## src/rtl/fsm_vedacao_rolhas.sv

```systemverilog
// rtl/fsm_vedacao_rolhas.sv - sealing station slave FSM with cork inventory
// Drives the capping actuator for a fixed time per command and tracks cork stock.
module fsm_vedacao_rolhas #(
   parameter int TEMPO_VEDACAO   = 100,
   parameter int ESTOQUE_INICIAL = 20,
   parameter int ESTOQUE_MAX     = 99,
   parameter int REPOSICAO_QTD   = 15,
   parameter int LIMIAR_BAIXO    = 5
) (
   input  logic       clk,
   input  logic       reset,
   input  logic       cmd_vedar,
   input  logic       reposicao,
   output logic       atuador_vedacao,
   output logic       vedacao_concluida,
   output logic       alarme_rolha,
   output logic       rolha_baixa,
   output logic [6:0] estoque_rolhas
);

   localparam int TW = (TEMPO_VEDACAO > 1) ? $clog2(TEMPO_VEDACAO) : 1;

   typedef enum logic [1:0] {
      IDLE      = 2'd0,
      VEDANDO   = 2'd1,
      CONCLUIDO = 2'd2,
      SEM_ROLHA = 2'd3
   } estado_t;

   estado_t        state, state_next;
   logic [TW-1:0]  timer, timer_next;
   logic [6:0]     estoque, estoque_next;
   logic           reposicao_prev;
   logic           decremento;
   logic           incremento;
   logic [7:0]     soma;

   always_ff @(posedge clk or posedge reset) begin
      if (reset) begin
         state          <= IDLE;
         timer          <= '0;
         estoque        <= 7'(ESTOQUE_INICIAL);
         reposicao_prev <= 1'b0;
      end else begin
         state          <= state_next;
         timer          <= timer_next;
         estoque        <= estoque_next;
         reposicao_prev <= reposicao;
      end
   end

   // An abort from the master takes priority over completion, so no cork is consumed.
   always_comb begin
      state_next = state;
      timer_next = timer;
      decremento = 1'b0;
      case (state)
         IDLE: begin
            if (cmd_vedar) begin
               if (estoque != 7'd0) begin
                  state_next = VEDANDO;
                  timer_next = '0;
               end else begin
                  state_next = SEM_ROLHA;
               end
            end
         end
         VEDANDO: begin
            if (!cmd_vedar) begin
               state_next = IDLE;
               timer_next = '0;
            end else if (timer == TW'(TEMPO_VEDACAO - 1)) begin
               state_next = CONCLUIDO;
               decremento = 1'b1;
            end else begin
               timer_next = timer + 1'b1;
            end
         end
         CONCLUIDO: begin
            if (!cmd_vedar) state_next = IDLE;
         end
         SEM_ROLHA: begin
            if (estoque != 7'd0 || !cmd_vedar) state_next = IDLE;
         end
         default: state_next = IDLE;
      endcase
   end

   // 8-bit sum so decrement plus refill never wraps before saturation.
   assign incremento   = reposicao & ~reposicao_prev;
   assign soma         = {1'b0, estoque} - {7'd0, decremento}
                         + (incremento ? 8'(REPOSICAO_QTD) : 8'd0);
   assign estoque_next = (soma > 8'(ESTOQUE_MAX)) ? 7'(ESTOQUE_MAX) : soma[6:0];

   assign atuador_vedacao   = (state == VEDANDO);
   assign vedacao_concluida = (state == CONCLUIDO);
   assign alarme_rolha      = (estoque == 7'd0) && (state != CONCLUIDO);
   assign rolha_baixa       = (estoque != 7'd0) && (estoque <= 7'(LIMIAR_BAIXO));
   assign estoque_rolhas    = estoque;

endmodule

```

## config.mk

```make
export PLATFORM = sky130hd
export DESIGN_NAME = fsm_vedacao_rolhas
export DESIGN_NICKNAME = d
export VERILOG_FILES = /design/src/rtl/fsm_vedacao_rolhas.sv
export SDC_FILE = /design/constraint.sdc
export NUM_CORES = 1
export LEC_CHECK = 0
export ABC_CLOCK_PERIOD_IN_PS = 7400
export CORE_ASPECT_RATIO = 0.7
export CORE_MARGIN = 10
export CORE_UTILIZATION = 43
export CTS_CLUSTER_DIAMETER = 200
export DETAILED_ROUTE_END_ITERATION = 10
export PLACE_DENSITY = 0.6
export SLEW_MARGIN = 20
export SYNTH_ARGS = -nofsm -noshare
export SYNTH_HDL_FRONTEND = slang
export SYNTH_SLANG_ARGS = --single-unit
export TNS_END_PERCENT = 10
```

## constraint.sdc

```tcl
create_clock -name clk -period 7.4 [get_ports clk]
set_input_delay 2.22 -clock clk [delete_from_list [all_inputs] [get_ports clk]]
set_output_delay 2.22 -clock clk [all_outputs]
set_load 0.01 [all_outputs]
```

==> results of run 1 <==
stage by stage:
| step | cells | instance area [µm²] | util |
|---|---|---|---|
| floorplan | 153 | 1390 | - |
| global placement | 200 | 1550 | 0.496 |
| detailed placement | 200 | 1550 | 0.496 |
| CTS | 204 | 1600 | 0.510 |
| global route | 204 | 1600 | 0.510 |
| finish | 204 | 1600 | 0.510 |
layout by cell type, fill, tap and decap left out, types with 2 or more instances in the layout:
cell type,netlist,routed
dfrtp_1,15,15
nor4_1,2,2
o21a_1,3,3
a21oi_1,13,13
clkdlybuf4s50_1,0,14
nand2b_1,3,3
a2111oi_0,2,2
dfstp_2,2,2
inv_1,22,22
o31ai_1,2,2
a31oi_1,4,4
o21ai_0,5,5
ha_1,14,14
xnor2_1,7,7
nor2_1,7,7
clkbuf_8,0,3
nand3_1,2,2
nor3_1,3,3
or3_1,3,3
a211o_1,4,4
nand2_1,9,9
a211oi_1,4,4
a21o_1,2,2
nand4_1,2,2
critical path, cell delays in order:
cell,delay (ns)
clkdlybuf4s50_1,0.50
and3_1,0.19
ha_1,0.26
inv_1,0.04
ha_1,0.20
fa_1,0.50
a211o_1,0.31
a21oi_1,0.17
o21bai_1,0.09
xnor2_1,0.38
a211oi_1,0.13
final cells by class:
type / instances / area (µm²) / area share
Inverter: 22 / 82.6 / 0.0518
Sequential cell: 17 / 428 / 0.268
Tap cell: 38 / 47.5 / 0.0298
Clock buffer: 4 / 45.0 / 0.0282
Multi-Input combinational cell: 109 / 852 / 0.534
Timing Repair Buffer: 14 / 140 / 0.0878
power groups by stage:
stage          registers [mW]  clock network (mW)  logic [mW]
5_1_grt                 0.147              0.0765       0.477
3_3_place_gp            0.143                   0       0.424
6_report                0.143              0.0716       0.433
3_5_place_dp            0.144                   0       0.427
4_1_cts                 0.143              0.0728       0.430
2_1_floorplan           0.143                   0       0.330
logic make-up (layout without fill, tap and decap cells):
kind of cell	after synthesis	in the layout	share of synthesized area
mux	2	2	0.0153
buf+inv	27	40	0.0775
xor+xnor	7	7	0.0442
compound gates	47	47	0.268
fa+ha+maj	15	15	0.141
flops	17	17	0.308
simple gates	38	38	0.146
cell usage after synthesis, types with 2 or more instances:
cell,count
a31oi_1,4
ha_1,14
a21oi_1,13
o21a_1,3
nand2_1,9
nand3_1,2
nor4_1,2
clkbuf_1,2
inv_1,22
or3_1,3
o31ai_1,2
a2111oi_0,2
nor3_1,3
a211oi_1,4
xnor2_1,7
dfstp_2,2
nand4_1,2
a211o_1,4
o21ai_0,5
dfrtp_1,15
a21o_1,2
nor2_1,7
nand2b_1,3
path summary, 6_finish.rpt:
path	to	slack, ns	cells after the start
max in group asynchronous	estoque_rolhas[6]	4.58	2
min	timer[6]	0.56	2
max	estoque_rolhas[3]	2.52	11
min in group asynchronous	estoque_rolhas[5]	2.38	2
max reg2reg	estoque_rolhas[3]	3.96	13
min reg2reg	timer[6]	0.56	2
registers in the layout (all words and copies together) (netlist names):
name / cells
state: 2
estoque_rolhas: 7
timer: 7
reposicao_prev: 1
layer usage:
layer	wire, µm	vias to the layer above	global-route usage
met4	7	0	0.0119
met1	1790	550	0.168
li1	-	578	-
met2	1140	34	0.142
met5	0	-	0
met3	251	2	0.0397
==> results by stage, run 1 <==
Status:
- The flow ran to the end, and the final reports show no timing, DRC or antenna violations.

Setup path:
- The worst setup path is captured at a register.
- STA classifies the critical path startpoint as an input pin.
- In this run the critical register-to-register path is launched from timer[0].
- By startpoint and endpoint, the worst setup path is classified as input pin to register.
- The arrival time of data at the critical path endpoint is between 4 and 5 ns.
- The largest fanout of any net on the critical path is 7.
- The first element of the critical path is cmd_vedar.
- Data on the critical path is required at its endpoint by around 7.5 ns.

STA:
- Across the routed clock network, the largest skew measured is around 0.0021 ns.
- The max-slew violation total from the final report is 0.
- For the pin with the worst max-slew slack, the measured transition is about 0.71 ns.
- In this run the tightest slew margin relative to its limit is 0.527.
- The worst path in the final design needs a cycle of slightly below 5 ns, including I/O delays and setup.
- The count of endpoints failing setup in the final report is 0.
- Setup repair after global routing left no endpoint under its margin.
- The total negative setup slack is 0 ns.
- Setup slack on the critical path of the routed design comes to 2.52 ns.
- The fmax is between 200 and 250 MHz.
- The number of hold-slack violations in the final timing report is 0.
- The share of the clock period used by the worst path is 0.659.
- The worst hold slack is 0.555 ns.

Final layout:
- In the final layout, the share of cells above drive strength 1 is 0.0783.
- The number of fill cells in the layout is a little over 300.
- The number of antenna diodes in the final layout is 0.
- The number of nets at the end of the flow is about 190.
- Compared with the post-synthesis result, the final layout area differs by 15.0%.

Clock tree:
- The library cell used as clock root buffer is clkbuf_8.
- The number of instances resized during post-cts repair is 0.
- TritonCTS built the clock tree.
- The clock-pin slew on the worst setup and hold paths is 0.07 ns.
- The number of sinks on the clock net is 17.
- In this run, CTS created clock tree buffers numbering 3.
- The number of levels the H-tree was split into is 1.
- The clock network latency to the later pin of the worst-skew pair is approximately 0.25 ns.
- In this run, post-CTS hold repair placed 0 buffers.
- The largest buffer count on any clock path is 2.
- After clock tree synthesis, the setup repair step added 0 buffers.

Drt:
- After detailed routing, the average wire length per cell comes to approximately 16 µm.
- The number of DRC violations after detailed-routing iteration 0 is 52.
- For this run, design rule violations remaining after detail routing come to 0.
- Dividing the detail-routed via count by the number of cells gives about 5.7.
- The first TritonRoute pass finished after 4 iterations.
- The aggregate routed wire length is roughly 3.2 mm.
- In this run the remaining antenna-violating nets after routing total 0.
- The routed via count is 1,164.

Global routing:
- The overall fraction of global-route tracks in use is 0.109.
- The first-pass GRT wire length is between 5 and 6 mm.
- Global routing finished with a remaining overflow of 0.
- The number of antenna violations at the first check in global routing is 0.
- Entering global routing, the biggest net connects 18 pins.
- The via count of the first global-routing pass came to 1,069.

Logic synthesis:
- Ranked by total cell area, the synthesized netlist is headed by dfrtp_1 27%, ha_1 13%, inv_1 6.0%, a21oi_1 4.7%, xnor2_1 4.4%.
- In the synthesized netlist, the number of instances is about 150.
- Among all flip-flop cells after synthesis, the most frequent one is dfrtp_1.
- The number of flops mapped to enable cells by yosys is 0.
- For this run, the register share of the synthesized area comes to 0.308.
- The register bit count reported by yosys is 17.
- Yosys printed 0 warnings.
- The area fraction of the dominant cell type after synthesis is 0.271.
- In this run, distinct cell masters in the synthesized netlist total 44.
- The synthesized area divided by synthesized cell count is between 9 and 10 µm².
- The post-synthesis instance area is roughly 1400 µm².
- Of all flip-flops after synthesis, the portion carrying an async set or reset was 1.00.
- When the netlist entered floorplanning its net count stood at between 150 and 200.
- Summed over all instances, the cell type with the most area after synthesis is dfrtp_1.

Power:
- The clock network fraction of design power is 0.111.
- The switching share of total power is 0.466.
- The final total power is around 0.65 mW.
- VDD sags by at most approximately 0.22 mV.
- The share of total power dissipated in sequential elements is 0.221.
- The share of total power in combinational logic is 0.668.
- The leakage power is just under 0.7 nW.
- The internal power of the cells totals 0.346 mW.
- In this run the power density over the cells is about 400 nW/µm².
- The switching component of the power is roughly 0.3 mW.

Flow run:
- The count of maximum capacitance violations is 0.

Floorplanning:
- The standard cell core area is 3130 µm².
- The initial core utilization is 0.444.
- The die is between 80 and 90 µm wide.
- The die is ~68 µm tall.
- The area enclosed by the die boundary is between 5000 and 6000 µm².
- In this run the core area contains 17 standard-cell rows.
- The I/O pin total is 15.

Hold path:
- The type of the most critical hold path is register to register.
- The launch point of the worst hold path is timer[6].

Placement:
- The number of buffers added on ports is 14.
- The pre-CTS setup slack is ~2.3 ns.
- After legalization and detailed placement, the total HPWL measured ~2.5 mm.
- The congestion estimate from routability-driven global placement came to roughly 0.84.
Power figures use the tool's default switching activity.
==> run 2: changes to the inputs <==
--- a/config.mk
+++ b/config.mk
@@ -5,7 +5,7 @@
 export SDC_FILE = /design/constraint.sdc
 export NUM_CORES = 1
 export LEC_CHECK = 0
-export ABC_CLOCK_PERIOD_IN_PS = 7400
+export ABC_CLOCK_PERIOD_IN_PS = 4850
 export CORE_ASPECT_RATIO = 0.7
 export CORE_MARGIN = 10
 export CORE_UTILIZATION = 43
==> constraint.sdc (replaced) <==
create_clock -name clk -period 4.85 [get_ports clk]
set_input_delay 1.455 -clock clk [delete_from_list [all_inputs] [get_ports clk]]
set_output_delay 1.455 -clock clk [all_outputs]
set_load 0.01 [all_outputs]
==> results by stage, run 2 (synthesized netlist as in run 1, its figures left out) <==
Clock tree:
- The number of instances resized during post-cts repair was 0 (unchanged).
- The tree is rooted in a clkbuf_8.
- The clock network latency to the later pin of the worst-skew pair is 0.25 ns (about the same).
- The TritonCTS clock tree is done.
- The number of levels the H-tree was split into is 1 (unchanged).
- The total of hold buffers inserted after clock tree synthesis is 0 (unchanged).
- The largest buffer count on any clock path came to 2 (unchanged).
- The TritonCTS buffer count is 3 (unchanged).
- The number of setup buffers added after CTS came to 0 (unchanged).
- The clock-pin slew on the worst setup and hold paths was 0.07 ns (about the same).
- The number of sinks on the clock net is 17 (unchanged).

Hold path:
- The worst hold path begins at timer[6].
- The instance count along the most critical hold path is 2 (unchanged).
- The type of the most critical hold path is register to register.
- For hold timing, the worst endpoint is timer[6].

Final layout:
- The number of antenna repair diodes was 0 (unchanged).
- The share of post-route cells with drive strength above 1 came to 0.0843 (+0.00602).
- The area used by sequential logic in the layout is 428 µm² (unchanged).
- The post-route cell area came to 1600 µm² (about the same).
- The total area of multi-input combinational cells is 852 µm² (unchanged).
- Leaving out fill and tap cells, the most frequent cells in the layout are 22 x inv_1, 15 x dfrtp_1, 14 x ha_1, 14 x clkdlybuf4s50_1, 13 x a21oi_1.
- The number of nets at the end of the flow is 186 (unchanged).
- The most common library cell in the layout ignoring fill and taps is inv_1.
- The post-synthesis to final-layout area growth is 15.1% (about the same).
- The number of fill cells in the layout is 294 (-3.0%).

STA:
- The worst-case headroom to the max-slew limit is 0.542 (+0.0150).
- The number of hold-slack violations in the final timing report is 0 (unchanged).
- The worst clock skew on the final layout is 0.00201 ns (-0.0000847 ns).
- Static timing analysis puts the maximum clock frequency at ~240 MHz.
- The share of the clock period used by the worst path is 0.845.
- Setup repair after global routing left no endpoint under its margin.
- The total negative setup slack is 0 ns (unchanged).
- The worst hold slack is 0.557 ns (+0.00184 ns).
- The count of endpoints failing setup in the final report was 0 (unchanged).
- For the finished layout, the period the worst path requires is a little over 4 ns.
- The max-slew violation total from the final report was 0 (unchanged).
- The transition time at the pin with the least slew margin is 0.687 ns (-0.0224 ns).

Placement:
- The final estimated routing congestion in global placement is 0.837 (about the same).
- The number of buffers added on ports is 14 (unchanged).
- The HPWL after detailed placement came to 2.45 mm (-1.8%).
- The instance area after placement is 1550 µm² (unchanged).

Power:
- The power density over the cells is 614 nW/µm² (+51%).
- The power share of the sequential group is 0.222 (about the same).
- The leakage power is 0.686 nW (+0.40%).
- The largest vdd supply drop is 0.337 mV (+54%).
- The share of total power in combinational logic is 0.666 (-0.002).
- The clock network fraction of design power was 0.113 (+0.002).
- The switching component of the power is 0.453 mW (+50%).
- The switching share of total power is 0.463 (-0.00317).
- The internal power of the cells is 0.527 mW (+52%).
- The final total power is 0.980 mW (+51%).

Global routing:
- The global route total overflow is 0 (unchanged).
- The number of antenna violations at the first check in global routing came to 0 (unchanged).
- The overall fraction of global-route tracks in use is 0.106 (-0.00301).
- The via count of the first global-routing pass was 1,043 (-2.4%).
- The maximum number of pins on one net before global-route repair is 18 (unchanged).
- The first-pass GRT wire length is 5.11 mm (-2.1%).

Drt:
- The count of antenna-violating nets left after detailed routing came to 0 (unchanged).
- The ratio of routed vias to standard cells came to 5.68 (-0.43%).
- The number of DRC violations after detailed-routing iteration 0 came to 68 (+31%).
- The number of optimization iterations in the first detailed-route pass came to 4 (unchanged).
- The routed via count came to 1,159 (-0.43%).
- The post-detailed-route DRC marker count was 0 (unchanged).
- The aggregate routed wire length is 3.11 mm (-2.6%).
- The final routed wire length divided by cell count came to 15.2 µm (-2.6%).

Setup path:
- The worst setup path is of the input pin to register kind.
- The required arrival time at the worst endpoint is 4.97 ns (-2.54 ns).
- The arrival time of data at the critical path endpoint came to 4.22 ns (-0.77 ns).
- STA classifies the critical path startpoint as an input pin.
- In this run the critical register-to-register path is launched from timer[1].
- The largest fanout of any net on the critical path is 7 (unchanged).
- The number of cells on the worst reg-to-reg path is 13 (unchanged).
- In this run the critical register-to-register path is captured at estoque_rolhas[3].
- Tracing the worst setup path back leads to its startpoint at cmd_vedar.
- STA classifies the critical path endpoint as a register.
- The minimum setup slack among reg-to-reg paths was 1.41 ns (-2.55 ns).

Floorplanning:
- The I/O pin total is 15 (unchanged).
- The initial core utilization is 0.444 (unchanged).
- The area enclosed by the die boundary is 5940 µm² (unchanged).
- The standard-cell row count is 17 (unchanged).
- The overall die height is 67.5 µm (unchanged).
- The horizontal die dimension is 87.9 µm (unchanged).
- The standard cell core area was 3130 µm² (unchanged).

Flow run:
- The count of maximum capacitance violations is 0 (unchanged).

Status:
- The flow ran to the end, and the final reports show no timing, DRC or antenna violations.
## run 2: final cells by class
| cell class | count | share of cell area |
|---|---|---|
| clock buffers | 3 | 0.0259 |
| clock inverters | 1 | 0.00313 |
| inverters | 22 | 0.0517 |
| multi-input cells | 109 | 0.534 |
| flip-flops and latches | 17 | 0.268 |
| well taps | 38 | 0.0298 |
| repair buffers | 14 | 0.0878 |
## run 2: worst max-delay path: stages
cell and delay (ns):
clkdlybuf4s50_1 0.50, and3_1 0.20, ha_1 0.27, inv_1 0.04, ha_1 0.20, fa_1 0.50, a211o_1 0.31, a21oi_1 0.17
o21bai_1 0.09, xnor2_1 0.37, a211oi_1 0.13
## run 2: layer usage
metal  track usage  vias to the layer above  wire (µm)
li1              -                      573          -
met1         0.161                      557       1700
met2         0.143                       29       1160
met3        0.0361                        0        245
met4        0.0119                        0          0
met5             0                        -          0
## run 2: power groups by stage
stage               Sequential (mW)  Clock, mW  Combinational [mW]
finish                        0.217      0.111               0.652
global route                  0.223      0.116               0.727
CTS                           0.217      0.112               0.656
detailed placement            0.219          0               0.652
global placement              0.219          0               0.647
floorplan                     0.219          0               0.503
## run 2: per-stage QoR
stage | util | std cells | setup WS, ns
2_1_floorplan | - | 153 | 1.22
3_3_place_gp | 0.496 | 200 | 0.566
3_5_place_dp | 0.496 | 200 | 0.477
4_1_cts | 0.511 | 204 | 0.745
5_1_grt | 0.511 | 204 | 0.560
6_report | 0.511 | 204 | 0.750
## run 2: worst max-delay path by stage
stage	endpoint	depth (start not counted)
finish	estoque_rolhas[3]	11
detailed placement	estoque_rolhas[3]	11
global placement	estoque_rolhas[3]	11
CTS	estoque_rolhas[3]	11
global route	estoque_rolhas[3]	11
floorplan	estoque_rolhas[0]	11
==> run 3: changes to the inputs <==
--- a/config.mk
+++ b/config.mk
@@ -5,7 +5,7 @@
 export SDC_FILE = /design/constraint.sdc
 export NUM_CORES = 1
 export LEC_CHECK = 0
-export ABC_CLOCK_PERIOD_IN_PS = 4850
+export ABC_CLOCK_PERIOD_IN_PS = 4000
 export CORE_ASPECT_RATIO = 0.7
 export CORE_MARGIN = 10
 export CORE_UTILIZATION = 43
==> constraint.sdc (replaced) <==
create_clock -name clk -period 4 [get_ports clk]
set_input_delay 1.2 -clock clk [delete_from_list [all_inputs] [get_ports clk]]
set_output_delay 1.2 -clock clk [all_outputs]
set_load 0.01 [all_outputs]
==> results by stage, run 3 (synthesized netlist as in run 1, its figures left out) <==
Power:
- The switching component of the power is 0.578 mW (+27%).
- The leakage power is 0.706 nW (+3.0%).
- The power density over the cells is 767 nW/µm² (+25%).
- The share of total power in combinational logic was 0.682 (+0.016).
- The power share of the sequential group is 0.210 (-0.012).
- The largest vdd supply drop is 0.560 mV (+66%).
- The clock network fraction of design power came to 0.108 (-0.005).
- The internal power of the cells was 0.677 mW (+29%).
- The switching share of total power came to 0.460 (-0.00238).

Setup path:
- The arrival time of data at the critical path endpoint was 3.89 ns (-0.33 ns).
- The critical path class is input pin to register.
- The startpoint type of the worst setup path is an input pin.
- STA classifies the critical path endpoint as a register.
- The largest fanout of any net on the critical path is 6 (-1).
- The required arrival time at the worst endpoint is 4.11 ns (-0.86 ns).

Global routing:
- The first-pass GRT wire length came to 5.29 mm (+3.5%).
- The maximum number of pins on one net before global-route repair was 18 (unchanged).
- The global route total overflow is 0 (unchanged).
- The overall fraction of global-route tracks in use is 0.112 (+0.00598).
- The number of antenna violations at the first check in global routing is 0 (unchanged).
- The via count of the first global-routing pass is 1,077 (+3.3%).

Final layout:
- The share of post-route cells with drive strength above 1 was 0.111 (+0.0268).
- The final cell count without fillers is 209 (+2.5%).
- The post-route cell area is 1640 µm² (+2.5%).
- The post-synthesis to final-layout area growth is 17.9%.
- The top cell types in the final layout, fill and taps aside, are 22 x inv_1, 15 x dfrtp_1, 14 x ha_1, 14 x clkdlybuf4s50_1, 13 x a21oi_1.
- The number of antenna repair diodes was 0 (unchanged).
- Leaving out fill and tap cells, the most frequent cell in the layout is inv_1.
- The number of nets at the end of the flow was 191 (+2.7%).
- The final core utilization is 0.523 (+0.0128).
- The number of fill cells in the layout was 301 (+2.4%).

STA:
- The worst-case headroom to the max-slew limit is 0.552 (+0.00982).
- The worst clock skew on the final layout is 0.00133 ns (-0.000679 ns).
- The transition time at the pin with the least slew margin is 0.672 ns (-0.0147 ns).
- Of the available clock period, the critical path in the final layout requires 0.946.
- The max-slew violation total from the final report is 0 (unchanged).
- The post-route minimum period is 3.78 ns.
- Static timing analysis puts the maximum clock frequency at about 260 MHz.
- Setup repair after global routing left no endpoint under its margin.
- The number of hold-slack violations in the final timing report is 0 (unchanged).
- The total negative setup slack is 0 ns (unchanged).
- The final setup slack of the worst path is 0.216 ns (-0.534 ns).
- The count of endpoints failing setup in the final report is 0 (unchanged).

Clock tree:
- The largest buffer count on any clock path is 2 (unchanged).
- The number of sinks on the clock net was 17 (unchanged).
- The total of hold buffers inserted after clock tree synthesis is 0 (unchanged).
- The library cell used as clock root buffer is clkbuf_8.
- The clock network latency to the later pin of the worst-skew pair is 0.26 ns (about the same).
- The clock-pin slew on the worst setup and hold paths is 0.07 ns (about the same).
- The number of setup buffers added after CTS is 0 (unchanged).
- The number of instances resized during post-cts repair is 0 (unchanged).
- The number of levels the H-tree was split into is 1 (unchanged).
- TritonCTS built the clock tree.
- The TritonCTS buffer count came to 3 (unchanged).

Floorplanning:
- The standard-cell row count is 17 (unchanged).
- The area enclosed by the die boundary is 5940 µm² (unchanged).
- The I/O pin total is 15 (unchanged).
- The overall die height is 67.5 µm (unchanged).
- The initial core utilization is 0.444 (unchanged).
- The standard cell core area is 3130 µm² (unchanged).
- The horizontal die dimension is 87.9 µm (unchanged).

Status:
- The run finished with clean final reports.

Placement:
- The final estimated routing congestion in global placement is 0.943 (+13%).
- The number of buffers added on ports came to 14 (unchanged).
- The pre-CTS setup slack is -0.0236 ns (-0.501 ns).
- The HPWL after detailed placement is 2.56 mm (+4.6%).
- The number of cells in the design after placement is 205 (+2.5%).
- The instance area after placement is 1590 µm² (+2.4%).

Hold path:
- The tightest min-delay check is of the register to register type.

Drt:
- The count of antenna-violating nets left after detailed routing is 0 (unchanged).
- The number of DRC violations after detailed-routing iteration 0 is 75 (+10%).
- The ratio of routed vias to standard cells came to 5.56 (-2.2%).
- The aggregate routed wire length is 3.19 mm (+2.5%).
- The post-detailed-route DRC marker count is 0 (unchanged).
- The number of optimization iterations in the first detailed-route pass came to 4 (unchanged).
- The routed via count came to 1,161 (+0.17%).
- The final routed wire length divided by cell count is 15.2 µm (about the same).

Flow run:
- The count of maximum capacitance violations came to 0 (unchanged).
[run 3: cell count changes in the layout (fill, tap and decap cells not counted)]
cell and delta:
clkinv_2 -1, clkinvlp_4 +1, buf_4 +5
[run 3: routing by layer]
layer	track usage	vias up	wire, µm
met4	0.0218	0	18
li1	-	587	-
met3	0.0445	5	296
met2	0.149	42	1170
met5	0	-	0
met1	0.165	527	1700
[run 3: worst max-delay path, cell delays in order]
cell and delay, ns:
clkdlybuf4s50_1 0.48, nand2b_1 0.13, ha_1 0.31, inv_1 0.04
ha_1 0.19, fa_1 0.43, a211o_1 0.30, a21oi_1 0.16
o21bai_1 0.09, xnor2_1 0.40, a211oi_1 0.17
[run 3: final cells by class]
class	instances	area, µm²	area share
multi-input combinational	109	852	0.521
sequential	17	428	0.261
timing repair buffer	19	178	0.109
inverter	22	82.6	0.0505
tap	38	47.5	0.0291
clock buffer	3	41.3	0.0252
clock inverter	1	7.51	0.00459
[run 3: power groups by stage]
stage | registers (mW) | logic, mW | clock network [mW]
after CTS | 0.262 | 0.850 | 0.140
after global placement | 0.264 | 0.837 | 0
after floorplan | 0.265 | 0.610 | 0
after global routing | 0.269 | 0.943 | 0.145
after detailed placement | 0.265 | 0.844 | 0
final | 0.263 | 0.856 | 0.136
[run 3: worst paths after layout]
path	slack (ns)	from	endpoint	depth (start not counted)
max	0.22	reposicao	estoque_rolhas[3]	11
min	0.57	timer[6]	timer[6]	2
max reg2reg	0.60	timer[0]	estoque_rolhas[3]	13
min reg2reg	0.57	timer[6]	timer[6]	2
max in group asynchronous	2.24	reset	reposicao_prev	2
min in group asynchronous	1.33	reset	estoque_rolhas[5]	2
[run 3: stage by stage]
step	total power, mW	hold slack (ns)
after global placement	1.10	0.529
after global routing	1.36	0.610
final	1.26	0.565
after CTS	1.25	0.567
after detailed placement	1.11	0.550
after floorplan	0.875	0.511
